`config.mk`:
```
export PLATFORM = sky130hd
export DESIGN_NAME = alu_exec_flat
export DESIGN_NICKNAME = d
export VERILOG_FILES = /design/src/rtl/alu_exec_pkg.sv /design/src/rtl/alu_exec_if.sv /design/src/rtl/alu_exec_divider.sv /design/src/rtl/alu_exec.sv /design/src/flat_wrapper.sv
export SDC_FILE = /design/constraint.sdc
export NUM_CORES = 2
export LEC_CHECK = 0
export BUFFER_PORTS_ARGS = -buffer_cell sky130_fd_sc_hd__buf_2
export CORE_ASPECT_RATIO = 0.9
export CORE_UTILIZATION = 30
export CTS_BUF_LIST = sky130_fd_sc_hd__clkbuf_8 sky130_fd_sc_hd__clkbuf_16
export DETAILED_ROUTE_END_ITERATION = 8
export PLACE_DENSITY = 0.48
export SKIP_CTS_REPAIR_TIMING = 1
export SLEW_MARGIN = 20
export SYNTH_ARGS = -nofsm -noshare
export SYNTH_HDL_FRONTEND = slang
export SYNTH_SLANG_ARGS = --single-unit
export TNS_END_PERCENT = 5
```
`constraint.sdc`:
```
create_clock -name clk_in -period 8.2 [get_ports clk_in]
set_clock_uncertainty 0.2 [all_clocks]
set_input_delay 0.82 -clock clk_in [delete_from_list [all_inputs] [get_ports clk_in]]
set_output_delay 0.82 -clock clk_in [all_outputs]
set_load 0.01 [all_outputs]
```
`src/rtl/alu_exec_pkg.sv`:
```
// Shared types and constants for the ALU execution stage: op encodings (shared with RS/decoder),
// widths and small datapath helpers.
package alu_exec_pkg;

  localparam int XLEN         = 32;
  localparam int DIV_STEPS    = 32;
  localparam int CNT_W        = $clog2(DIV_STEPS);
  localparam int RS_TYPE_BIT  = 5;
  localparam int ROB_SIZE_BIT = 4;

  typedef enum logic [RS_TYPE_BIT-1:0] {
    ALU_ADD    = 5'd0,  ALU_SUB   = 5'd1,  ALU_AND  = 5'd2,  ALU_OR   = 5'd3,
    ALU_XOR    = 5'd4,  ALU_SLL   = 5'd5,  ALU_SRL  = 5'd6,  ALU_SRA  = 5'd7,
    ALU_SLT    = 5'd8,  ALU_SLTU  = 5'd9,  ALU_BEQ  = 5'd10, ALU_BNE  = 5'd11,
    ALU_BLT    = 5'd12, ALU_BGE   = 5'd13, ALU_BLTU = 5'd14, ALU_BGEU = 5'd15,
    ALU_MUL    = 5'd16, ALU_MULH  = 5'd17, ALU_MULHSU = 5'd18, ALU_MULHU = 5'd19,
    ALU_DIV    = 5'd20, ALU_DIVU  = 5'd21, ALU_REM  = 5'd22, ALU_REMU = 5'd23
  } alu_op_e;

  typedef enum logic [0:0] {
    DS_IDLE = 1'b0,
    DS_DIV  = 1'b1
  } div_state_e;

  function automatic logic is_div_op(input alu_op_e op);
    return (op == ALU_DIV) || (op == ALU_DIVU) || (op == ALU_REM) || (op == ALU_REMU);
  endfunction

  function automatic logic div_is_signed(input alu_op_e op);
    return (op == ALU_DIV) || (op == ALU_REM);
  endfunction

  function automatic logic div_is_rem(input alu_op_e op);
    return (op == ALU_REM) || (op == ALU_REMU);
  endfunction

  function automatic logic [XLEN-1:0] magnitude(input logic sgn, input logic [XLEN-1:0] x);
    return (sgn && x[XLEN-1]) ? (~x + 32'd1) : x;
  endfunction

endpackage

```
`src/rtl/alu_exec_if.sv`:
```
// Issue bus from the reservation station plus the ALU CDB broadcast.
interface alu_exec_if;
  import alu_exec_pkg::*;

  logic                    alu_input;
  logic [RS_TYPE_BIT-1:0]  arith_type;
  logic [XLEN-1:0]         alu_r1_val;
  logic [XLEN-1:0]         alu_r2_val;
  logic [ROB_SIZE_BIT-1:0] inst_rob_id;
  logic                    alu_busy;
  logic                    rs_fi;
  logic [XLEN-1:0]         rs_value;
  logic [ROB_SIZE_BIT-1:0] rs_rob_id;

  modport master (
    output alu_input, arith_type, alu_r1_val, alu_r2_val, inst_rob_id,
    input  alu_busy, rs_fi, rs_value, rs_rob_id
  );

  modport slave (
    input  alu_input, arith_type, alu_r1_val, alu_r2_val, inst_rob_id,
    output alu_busy, rs_fi, rs_value, rs_rob_id
  );

endinterface

```
`src/rtl/alu_exec_divider.sv`:
```
// Iterative restoring divider (one quotient bit per cycle on operand magnitudes, sign fix-up on
// the final step). Holds the IDLE/DIV FSM and step counter; flush returns it to IDLE.
module alu_divider
  import alu_exec_pkg::*;
(
  input  logic                    clk_in,
  input  logic                    rst_n_in,
  input  logic                    rdy_in,
  input  logic                    flush_i,
  input  logic                    start_i,
  input  logic                    signed_i,
  input  logic                    rem_sel_i,
  input  logic [XLEN-1:0]         dividend_i,
  input  logic [XLEN-1:0]         divisor_i,
  input  logic [ROB_SIZE_BIT-1:0] rob_id_i,
  output logic                    busy_o,
  output logic                    done_o,
  output logic [XLEN-1:0]         result_o,
  output logic [ROB_SIZE_BIT-1:0] rob_id_o
);

  localparam logic [CNT_W-1:0] LAST_STEP = CNT_W'(DIV_STEPS - 1);

  div_state_e              state_q, state_d;
  logic [CNT_W-1:0]        count_q, count_d;
  logic [XLEN-1:0]         rem_q, rem_d, quo_q, quo_d, dvs_q, dvs_d;
  logic                    q_neg_q, q_neg_d, r_neg_q, r_neg_d, rem_sel_q, rem_sel_d;
  logic [ROB_SIZE_BIT-1:0] rob_q, rob_d;
  logic [XLEN:0]           shifted_s, diff_s;
  logic [XLEN-1:0]         step_rem_s, step_quo_s;
  logic                    done_s;

  // One restoring step: shift in the next dividend bit, keep the difference if it fits.
  always_comb begin
    shifted_s = {rem_q, quo_q[XLEN-1]};
    diff_s    = shifted_s - {1'b0, dvs_q};
    if (diff_s[XLEN]) begin
      step_rem_s = shifted_s[XLEN-1:0];
      step_quo_s = {quo_q[XLEN-2:0], 1'b0};
    end else begin
      step_rem_s = diff_s[XLEN-1:0];
      step_quo_s = {quo_q[XLEN-2:0], 1'b1};
    end
  end

  // Next-state: load magnitudes on start, iterate in DIV, flush wins over everything.
  always_comb begin
    state_d   = state_q;
    count_d   = count_q;
    rem_d     = rem_q;
    quo_d     = quo_q;
    dvs_d     = dvs_q;
    q_neg_d   = q_neg_q;
    r_neg_d   = r_neg_q;
    rem_sel_d = rem_sel_q;
    rob_d     = rob_q;
    done_s    = 1'b0;
    case (state_q)
      DS_IDLE: begin
        if (start_i) begin
          state_d   = DS_DIV;
          count_d   = {CNT_W{1'b0}};
          rem_d     = 32'd0;
          quo_d     = magnitude(signed_i, dividend_i);
          dvs_d     = magnitude(signed_i, divisor_i);
          // A zero divisor keeps the all-ones quotient unsigned-looking.
          q_neg_d   = signed_i && (dividend_i[XLEN-1] ^ divisor_i[XLEN-1]) && (divisor_i != 32'd0);
          r_neg_d   = signed_i && dividend_i[XLEN-1];
          rem_sel_d = rem_sel_i;
          rob_d     = rob_id_i;
        end else begin
          state_d = DS_IDLE;
        end
      end
      DS_DIV: begin
        rem_d = step_rem_s;
        quo_d = step_quo_s;
        if (count_q == LAST_STEP) begin
          done_s  = 1'b1;
          state_d = DS_IDLE;
          count_d = {CNT_W{1'b0}};
        end else begin
          count_d = count_q + {{(CNT_W-1){1'b0}}, 1'b1};
        end
      end
      default: begin
        state_d = DS_IDLE;
        count_d = {CNT_W{1'b0}};
      end
    endcase
    if (flush_i) begin
      state_d = DS_IDLE;
      count_d = {CNT_W{1'b0}};
      done_s  = 1'b0;
    end else begin
      done_s = done_s;
    end
  end

  // State and datapath registers; frozen while rdy_in is low.
  always_ff @(posedge clk_in or negedge rst_n_in) begin
    if (!rst_n_in) begin
      state_q   <= DS_IDLE;
      count_q   <= {CNT_W{1'b0}};
      rem_q     <= 32'd0;
      quo_q     <= 32'd0;
      dvs_q     <= 32'd0;
      q_neg_q   <= 1'b0;
      r_neg_q   <= 1'b0;
      rem_sel_q <= 1'b0;
      rob_q     <= {ROB_SIZE_BIT{1'b0}};
    end else if (rdy_in) begin
      state_q   <= state_d;
      count_q   <= count_d;
      rem_q     <= rem_d;
      quo_q     <= quo_d;
      dvs_q     <= dvs_d;
      q_neg_q   <= q_neg_d;
      r_neg_q   <= r_neg_d;
      rem_sel_q <= rem_sel_d;
      rob_q     <= rob_d;
    end
  end

  // Signed fix-up of the final step's quotient/remainder.
  always_comb begin
    if (rem_sel_q) begin
      result_o = r_neg_q ? (~step_rem_s + 32'd1) : step_rem_s;
    end else begin
      result_o = q_neg_q ? (~step_quo_s + 32'd1) : step_quo_s;
    end
  end

  assign busy_o   = (state_q == DS_DIV);
  assign done_o   = done_s;
  assign rob_id_o = rob_q;

endmodule

```
`src/rtl/alu_exec.sv`:
```
// ALU execution stage: combinational ALU/multiplier, iterative divider, registered CDB output.
// Optional ALU_EARLY_DIV_EN: trivial divides complete in one cycle without using the divider.
module alu_exec
  import alu_exec_pkg::*;
(
  input  logic       clk_in,
  input  logic       rst_n_in,
  input  logic       rdy_in,
  input  logic       rob_clear,
  alu_exec_if.slave  bus
);

  alu_op_e                 op_s;
  logic [XLEN-1:0]         a_s, b_s, alu_res_s, early_res_s, div_res_s;
  logic [2*XLEN-1:0]       mul_a_s, mul_b_s, prod_s;
  logic                    op_div_s, div_sgn_s, div_rem_s, early_s;
  logic                    accept_s, start_div_s, one_cycle_s, div_busy_s, div_done_s;
  logic [ROB_SIZE_BIT-1:0] div_rob_s;
  logic                    rs_fi_q, rs_fi_d;
  logic [XLEN-1:0]         rs_value_q, rs_value_d;
  logic [ROB_SIZE_BIT-1:0] rs_rob_id_q, rs_rob_id_d;

  assign op_s      = alu_op_e'(bus.arith_type);
  assign a_s       = bus.alu_r1_val;
  assign b_s       = bus.alu_r2_val;
  assign op_div_s  = is_div_op(op_s);
  assign div_sgn_s = div_is_signed(op_s);
  assign div_rem_s = div_is_rem(op_s);

  // Issue while busy is dropped rather than corrupting the divide in flight.
  assign accept_s    = bus.alu_input && !div_busy_s;
  assign start_div_s = accept_s && op_div_s && !early_s;
  assign one_cycle_s = accept_s && (!op_div_s || early_s);

  assign mul_a_s = (op_s == ALU_MULH || op_s == ALU_MULHSU) ? {{XLEN{a_s[XLEN-1]}}, a_s}
                                                            : {{XLEN{1'b0}}, a_s};
  assign mul_b_s = (op_s == ALU_MULH) ? {{XLEN{b_s[XLEN-1]}}, b_s} : {{XLEN{1'b0}}, b_s};
  assign prod_s  = mul_a_s * mul_b_s;

`ifdef ALU_EARLY_DIV_EN
  // Zero divisor, signed overflow and |dividend| < |divisor| have closed-form results.
  always_comb begin
    early_s     = 1'b0;
    early_res_s = 32'd0;
    if (b_s == 32'd0) begin
      early_s     = 1'b1;
      early_res_s = div_rem_s ? a_s : 32'hFFFF_FFFF;
    end else if (div_sgn_s && (a_s == 32'h8000_0000) && (b_s == 32'hFFFF_FFFF)) begin
      early_s     = 1'b1;
      early_res_s = div_rem_s ? 32'd0 : 32'h8000_0000;
    end else if (magnitude(div_sgn_s, a_s) < magnitude(div_sgn_s, b_s)) begin
      early_s     = 1'b1;
      early_res_s = div_rem_s ? a_s : 32'd0;
    end else begin
      early_s     = 1'b0;
      early_res_s = 32'd0;
    end
  end
`else
  assign early_s     = 1'b0;
  assign early_res_s = 32'd0;
`endif

  // Single-cycle result for everything except the iterative divide.
  always_comb begin
    alu_res_s = 32'd0;
    case (op_s)
      ALU_ADD:    alu_res_s = a_s + b_s;
      ALU_SUB:    alu_res_s = a_s - b_s;
      ALU_AND:    alu_res_s = a_s & b_s;
      ALU_OR:     alu_res_s = a_s | b_s;
      ALU_XOR:    alu_res_s = a_s ^ b_s;
      ALU_SLL:    alu_res_s = a_s << b_s[4:0];
      ALU_SRL:    alu_res_s = a_s >> b_s[4:0];
      ALU_SRA:    alu_res_s = XLEN'($signed(a_s) >>> b_s[4:0]);
      ALU_SLT:    alu_res_s = {31'd0, $signed(a_s) < $signed(b_s)};
      ALU_SLTU:   alu_res_s = {31'd0, a_s < b_s};
      ALU_BEQ:    alu_res_s = {31'd0, a_s == b_s};
      ALU_BNE:    alu_res_s = {31'd0, a_s != b_s};
      ALU_BLT:    alu_res_s = {31'd0, $signed(a_s) < $signed(b_s)};
      ALU_BGE:    alu_res_s = {31'd0, $signed(a_s) >= $signed(b_s)};
      ALU_BLTU:   alu_res_s = {31'd0, a_s < b_s};
      ALU_BGEU:   alu_res_s = {31'd0, a_s >= b_s};
      ALU_MUL:    alu_res_s = prod_s[XLEN-1:0];
      ALU_MULH,
      ALU_MULHSU,
      ALU_MULHU:  alu_res_s = prod_s[2*XLEN-1:XLEN];
      ALU_DIV,
      ALU_DIVU,
      ALU_REM,
      ALU_REMU:   alu_res_s = early_res_s;
      default:    alu_res_s = 32'd0;
    endcase
  end

  alu_divider u_div (
    .clk_in     (clk_in),
    .rst_n_in   (rst_n_in),
    .rdy_in     (rdy_in),
    .flush_i    (rob_clear),
    .start_i    (start_div_s),
    .signed_i   (div_sgn_s),
    .rem_sel_i  (div_rem_s),
    .dividend_i (a_s),
    .divisor_i  (b_s),
    .rob_id_i   (bus.inst_rob_id),
    .busy_o     (div_busy_s),
    .done_o     (div_done_s),
    .result_o   (div_res_s),
    .rob_id_o   (div_rob_s)
  );

  // CDB source select; value/rob hold when nothing completes.
  always_comb begin
    rs_fi_d     = 1'b0;
    rs_value_d  = rs_value_q;
    rs_rob_id_d = rs_rob_id_q;
    if (rob_clear) begin
      rs_fi_d = 1'b0;
    end else if (div_done_s) begin
      rs_fi_d     = 1'b1;
      rs_value_d  = div_res_s;
      rs_rob_id_d = div_rob_s;
    end else if (one_cycle_s) begin
      rs_fi_d     = 1'b1;
      rs_value_d  = alu_res_s;
      rs_rob_id_d = bus.inst_rob_id;
    end else begin
      rs_fi_d = 1'b0;
    end
  end

  // CDB output registers, frozen while rdy_in is low.
  always_ff @(posedge clk_in or negedge rst_n_in) begin
    if (!rst_n_in) begin
      rs_fi_q     <= 1'b0;
      rs_value_q  <= 32'd0;
      rs_rob_id_q <= {ROB_SIZE_BIT{1'b0}};
    end else if (rdy_in) begin
      rs_fi_q     <= rs_fi_d;
      rs_value_q  <= rs_value_d;
      rs_rob_id_q <= rs_rob_id_d;
    end
  end

  assign bus.alu_busy  = div_busy_s;
  assign bus.rs_fi     = rs_fi_q;
  assign bus.rs_value  = rs_value_q;
  assign bus.rs_rob_id = rs_rob_id_q;

endmodule

```
`src/flat_wrapper.sv`:
```
// flat-port wrapper written by rule: the top's interface ports become plain ports
module alu_exec_flat import alu_exec_pkg::*;
  (clk_in, rst_n_in, rdy_in, rob_clear, bus_alu_input, bus_arith_type, bus_alu_r1_val, bus_alu_r2_val, bus_inst_rob_id, bus_alu_busy, bus_rs_fi, bus_rs_value, bus_rs_rob_id);
  alu_exec_if bus_i ();
  input  logic clk_in;
  input  logic rst_n_in;
  input  logic rdy_in;
  input  logic rob_clear;
  input wire logic [$bits(bus_i.alu_input)-1:0] bus_alu_input;
  input wire logic [$bits(bus_i.arith_type)-1:0] bus_arith_type;
  input wire logic [$bits(bus_i.alu_r1_val)-1:0] bus_alu_r1_val;
  input wire logic [$bits(bus_i.alu_r2_val)-1:0] bus_alu_r2_val;
  input wire logic [$bits(bus_i.inst_rob_id)-1:0] bus_inst_rob_id;
  output wire logic [$bits(bus_i.alu_busy)-1:0] bus_alu_busy;
  output wire logic [$bits(bus_i.rs_fi)-1:0] bus_rs_fi;
  output wire logic [$bits(bus_i.rs_value)-1:0] bus_rs_value;
  output wire logic [$bits(bus_i.rs_rob_id)-1:0] bus_rs_rob_id;
  assign bus_i.alu_input = bus_alu_input;
  assign bus_i.arith_type = bus_arith_type;
  assign bus_i.alu_r1_val = bus_alu_r1_val;
  assign bus_i.alu_r2_val = bus_alu_r2_val;
  assign bus_i.inst_rob_id = bus_inst_rob_id;
  assign bus_alu_busy = bus_i.alu_busy;
  assign bus_rs_fi = bus_i.rs_fi;
  assign bus_rs_value = bus_i.rs_value;
  assign bus_rs_rob_id = bus_i.rs_rob_id;
  alu_exec u_core (.clk_in(clk_in), .rst_n_in(rst_n_in), .rdy_in(rdy_in), .rob_clear(rob_clear), .bus(bus_i));
endmodule
```
After elaboration in Yosys (flattened, before gate mapping)

Index checks and enable logic that the tools add are counted.

Bits in registers: 146
Input port bits: 78
Output and inout bits: 38

Add/subtract/negate cells: 8
Multipliers: 1
$lt $le $gt $ge: 4
Equal/unequal tests: 28
Shifts and indexed selects: 3
Multiplexer cells: 32
Bitwise operators: 10
Reductions and logical operators: 25

Operators by type and width:

| operator                | number |
|---|---|
| $pmux W32 S16           | 1 |
| $mux W32                | 10 |
| $add A32 B1 Y32 const B | 4 |
| $mux W64                | 2 |
| $not A32 Y32            | 4 |
| $pmux W32 S2            | 2 |
| $ge A32 B32 Y1          | 2 |
| $lt A32 B32 Y1          | 2 |
| $mul A64 B64 Y64        | 1 |
| $eq A5 B5 Y1 const B    | 9 |
| $eq A5 B4 Y1 const B    | 8 |
| $sub A33 B32 Y33        | 1 |
| $add A32 B32 Y32        | 1 |
| $and A32 B32 Y32        | 1 |
| $eq A32 B32 Y1          | 1 |
| $ne A32 B32 Y1          | 1 |
| $or A32 B32 Y32         | 1 |
| $reduce_bool A32 Y1     | 1 |
| $shl A32 B5 Y32         | 1 |
| $shr A32 B5 Y32         | 1 |
| $sshr A32 B5 Y32        | 1 |
| $sub A32 B32 Y32        | 1 |
| $xor A32 B32 Y32        | 1 |
| $eq A5 B3 Y1 const B    | 4 |
| 21 further kinds        | 50 |

Depth between registers and ports, before layout

Depth in word-level cells: 9
Gate-level depth with buffers: 39
Depth with buffers taken out: 36

By module

From an unflattened synthesis, not the netlist that was laid out.

Cells, all modules: 8072
Area total of the unflattened synthesis: 67910.1 um^2

By module, submodules not included:

| module      | instances | cells an instance | area each (um^2) | sequential area each (um^2) |
|---|---|---|---|---|
| alu_exec    | 1         | 6742              | 57714.1          | 925.9 |
| alu_divider | 1         | 1330              | 10196.0          | 2727.6 |

Least setup slack after synthesis

No wires, ideal clock.

Path type: input to register
Start point: in bus_alu_r2_val[2]
End point: reg u_core.rs_value_q[24], in the netlist u_core.bus.rs_value[24]
Setup time: 0.118 ns
Arrival: 10.844 ns
Slack: -2.962 ns
Cell stages on the path: 35
Cells stage by stage: clkbuf_1 -> clkbuf_1 -> clkbuf_1 -> clkbuf_1 -> buf_1 -> buf_1 -> nand3_1 -> fa_1 -> fa_1 -> inv_1 -> fa_1 -> fa_1 -> inv_1 -> fa_1 -> inv_1 -> fa_1 -> fa_1 -> fa_1 -> fa_1 -> inv_1 -> fa_1 -> inv_1 -> ha_1 -> clkbuf_1 -> a21o_1 -> a21o_1 -> a21oi_1 -> nor3_1 -> a2111oi_0 -> o21ai_0 -> a221oi_1 -> o311ai_0 -> a21oi_1 -> a21oi_1 -> a21o_1

Cells in the longest elaborated chain, start to end: 5
Elaborated cells on any way between the ends: 10
Classes of those cells: 2 x add/sub; 1 x mul; 3 x shift; 4 x mux

Ends and longest elaborated chain:

| item                   | RTL line           | source |
|---|---|---|
| start: declaration     | flat_wrapper.sv:12 | `input wire logic [$bits(bus_i.alu_r2_val)-1:0] bus_alu_r2_val;` |
| $mux W64               | alu_exec.sv:37     | `assign mul_b_s = (op_s == ALU_MULH) ? {{XLEN{b_s[XLEN-1]}}, b_s} : {{XLEN{1'b0}}, b_s};` |
| $mul A64 B64 Y64       | alu_exec.sv:38     | `assign prod_s = mul_a_s * mul_b_s;` |
| $pmux W32 S16 *        | alu_exec.sv:67     | `case (op_s)` |
| $mux W32 *             | alu_exec.sv:124    | `end else if (one_cycle_s) begin` |
| $mux W32 *             | alu_exec.sv:120    | `end else if (div_done_s) begin` |
| end signal: assignment | alu_exec.sv:141    | `rs_value_q <= rs_value_d;` |
| end: declaration       | alu_exec.sv:20     | `logic [XLEN-1:0] rs_value_q, rs_value_d;` |

Every way passes the cells marked *; elsewhere a longest branch is shown, timed or not. The select of a mux whose other input is x is not followed.
A chain may end at the register's enable or synchronous reset.

Worst setup path after layout

Start point: in bus_arith_type[2]
End point: reg u_core.rs_value_q[19], in the netlist u_core.bus.rs_value[19]

Cells in the longest elaborated chain, start to end: 8
Elaborated cells on any way between the ends: 41
Classes of those cells: 1 x mul; 23 x eq/ne; 5 x mux; 12 x reduce/logical

Ends and longest elaborated chain:

| item                                                                     | RTL line           | source |
|---|---|---|
| start: declaration                                                       | flat_wrapper.sv:10 | `input wire logic [$bits(bus_i.arith_type)-1:0] bus_arith_type;` |
| parallel branches: the longest is 8 deep, another holds $mul A64 B64 Y64 | --                 |  |

Several ways; the timed one is not identified. The select of a mux whose other input is x is not followed.

==> impl_results.md <==
- Ys async rst share: 100%
- H-tree Lvls: 4
- Die Y: 450 µm
- Crit path buffers/inverters: 6
- Critical Path Sink Type: flop
- Worst Hold Class: input pin to async pin
- Clk buf depth: 2
- Largest net degree at the start of global routing: 98
- Reg-to-reg endpoint: u_core.bus.rs_value[18]$_DFFE_PN0P_
- Routed WL: 322000 µm
- CP Capture Point: u_core.bus.rs_value[19]$_DFFE_PN0P_
- Final nets: 10700
- R2R cell count: 23
- Arrival time worst endpoint: 10060 ps
- Cell count after synthesis: 7945
- Delay of the slowest critical-path stage: 580 ps
- Max Cap Viol: 0
- Mapped Nets: 9888
- IO Count: 116
- Flops & latches, synth: 146
- Via density: 5.21
- Average wire per standard cell: 27.5 µm
- Failing checks: setup timing
- CTS sink cnt: 146
- Setup-failing EPs final: 32
- Routed vias: 61100
- Leading cell type in the layout, fill and taps excluded: inv_1
- Worst skew pair latency: 460 ps
- Fin. max-slew vios: 0
- Crit. path cell count: 33
- Die area: 225000 µm²
- Dpl hpwl: 279000 µm
- Pre-CTS setup slack: -2380 ps
- Setup CP Type: input pin to flop
- R2R Setup Slk: 1090 ps
- Worst path slowest cell: fa_2
- Final setup TNS: -44720 ps
- Least-Margin Pin Slew: 1170 ps
- GP Congestion: 1.02
- Final Cycle Share: 121%
- Fin worst setup slack: -1720 ps
- Non-Filler Instances: 11700
- Minimum clock period: 9920 ps
- CTS Buf Count: 17
- Core ar.: 222000 µm²
- # DRC: 0
- Syn_area_per_cell: 8.42 µm²
- Initial antenna violation count: 23
- Post-Place Cells: 11700
- Die X: 500 µm
- Max Fanout on Critical Path: 12
- Yosys Warn Count: 0
- TritonCTS clock tree: done
- FP Rows: 164
- Initial drt markers: 6031
- TritonRoute pass-1 iters: 6
- Final hold vios: 0
- GRT Util Overall: 28.9%
- CTS root buffer: clkbuf_16
- Setup crit start kind: input pin
- Max Fclk: 0.101 GHz
- RSZ-0062 raised after global routing: yes
- Sequential area share after synthesis: 5.46%
- PortBufs: 115
- Synth-to-layout area growth: 20.0%
- R2R Path Start: u_core.u_div.quo_q[31]$_DFFE_PN0P_
- Top cell by count, worst path: fa_1
- Relative slew slack: 20.8%
- CP startpoint: bus_arith_type[2]
- First-pass GRT wire length: 468000 µm
- Top FF cell, synth: dfrtp_1
- Vias in the first global route: 63700
- Cell variety after synth: 105
- Layout cells sized above 1: 16.6%
- Total grt overflow: 0
- Worst Path Required: 8340 ps
- Status: finished, violations left
- Most frequent cells in the layout: 1655 x inv_1, 1391 x fa_1, 1064 x nand2_1
- Kind of cell adding the most delay to the critical path: adder cells
- ANT nets after route: 0
- Synth Cell Area: 66900 µm²
- Starting Density: 30.1%
- Worst-path clk slew: 90 ps
- Post-synth EDFFs: 0
worst register-to-register path, delay by kind of cell, from the launching register on:
| family | cells | cell delay (ps) |
|---|---|---|
| AO/OA/AOI/OAI | 10 | 3250 |
| XOR/XNOR | 1 | 140 |
| adder cells (fa/ha/maj) | 3 | 870 |
| buffers and inverters | 3 | 330 |
| flip-flops | 1 | 550 |
| multiplexers | 1 | 640 |
| AND/OR/NAND/NOR | 5 | 1080 |
stage by stage:
| step | hold WS (ps) | cell area (µm²) | utilization (%) |
|---|---|---|---|
| floorplan | 238 | 67100 | - |
| global placement | 255 | 79200 | 35.7 |
| detailed placement | 262 | 79200 | 35.7 |
| CTS | 91.8 | 79700 | 35.9 |
| global route | 111 | 80300 | 36.2 |
| finish | 93.0 | 80300 | 36.2 |
kinds of logic (layout without fill, tap and decap cells):
kind of cell / Yosys count / count (layout) / synth area share [%]
xor gates and xnor gates: 253 / 253 / 3.33
AOI/OAI and AO/OA: 1263 / 1263 / 12.2
adders and majority gates: 1865 / 1865 / 50.9
DFF: 146 / 146 / 5.46
and+or+nand+nor: 2157 / 2157 / 13.6
muxes: 124 / 124 / 2.44
buffers and inverters: 2137 / 2924 / 12.1
other: 0 / 5 / 0
synthesized netlist by cell type, types with 33 or more instances:
| cell | count | area [µm²] |
|---|---|---|
| xor2_1 | 60 | 526 |
| nand3_1 | 84 | 420 |
| nor3_1 | 69 | 345 |
| o21bai_1 | 33 | 248 |
| a21o_1 | 74 | 556 |
| nand4_1 | 37 | 231 |
| fa_1 | 1422 | 28500 |
| inv_1 | 1665 | 6250 |
| clkbuf_1 | 307 | 1150 |
| xnor2_1 | 192 | 1680 |
| a221oi_1 | 39 | 342 |
| a211oi_1 | 51 | 383 |
| buf_1 | 107 | 402 |
| o31ai_1 | 37 | 278 |
| nand2_1 | 1071 | 4020 |
| o21ai_0 | 371 | 1860 |
| dfrtp_1 | 146 | 3650 |
| o211ai_1 | 37 | 278 |
| a31oi_1 | 43 | 269 |
| nor2_1 | 671 | 2520 |
| a21oi_1 | 291 | 1460 |
| ha_1 | 443 | 5540 |
| mux2i_1 | 82 | 821 |
cell type report:
cell class / count / area [µm²]
multi-input combinational: 5662 / 55700
sequential: 146 / 3650
clock inverter: 14 / 121
fill: 23100 / 142000
clock buffer: 17 / 425
tap: 2988 / 3740
timing repair buffer: 1196 / 10200
inverter: 1697 / 6390
antenna: 5 / 12.5
worst min-delay path by stage:
stage | to | slack (ps) | cells past startpoint | from
5_1_grt | u_core.u_div.dvs_q[5]$_DFFE_PN0P_ | 110 | 1 | rst_n_in
4_1_cts | u_core.u_div.dvs_q[9]$_DFFE_PN0P_ | 90 | 1 | rst_n_in
3_3_place_gp | u_core.u_div.count_q[3]$_DFFE_PN0P_ | 260 | 1 | u_core.u_div.count_q[3]$_DFFE_PN0P_
2_1_floorplan | u_core.u_div.count_q[3]$_DFFE_PN0P_ | 240 | 1 | u_core.u_div.count_q[3]$_DFFE_PN0P_
6_report | u_core.u_div.dvs_q[5]$_DFFE_PN0P_ | 90 | 1 | rst_n_in
3_5_place_dp | u_core.u_div.rob_id_o[1]$_DFFE_PN0P_ | 260 | 2 | u_core.u_div.rob_id_o[1]$_DFFE_PN0P_
flip-flops by register name, summed over array words and instances (netlist names):
| register | cells |
|---|---|
| u_core.bus.rs_value | 32 |
| u_core.u_div.dvs_q | 32 |
| u_core.u_div.quo_q | 32 |
| u_core.u_div.rem_q | 32 |
| u_core.u_div.count_q | 5 |
| u_core.bus.rs_rob_id | 4 |
| u_core.u_div.rob_id_o | 4 |
| u_core.bus.rs_fi | 1 |
| u_core.u_div.busy_o | 1 |
| u_core.u_div.q_neg_q | 1 |
| u_core.u_div.r_neg_q | 1 |
| u_core.u_div.rem_sel_q | 1 |
routing by layer:
layer  up-vias  routed length, µm  global-route usage (%)
met4        14              15900                    11.3
met1     31600             140000                    40.0
li1      26300                  -                       -
met5         -                 90                       0
met2      2675             140000                    44.4
met3       537              26300                    5.28
Power is left out: the tool's default activity adds up to more than one toggle a clock period on the data nets, which glitch-free logic cannot reach.
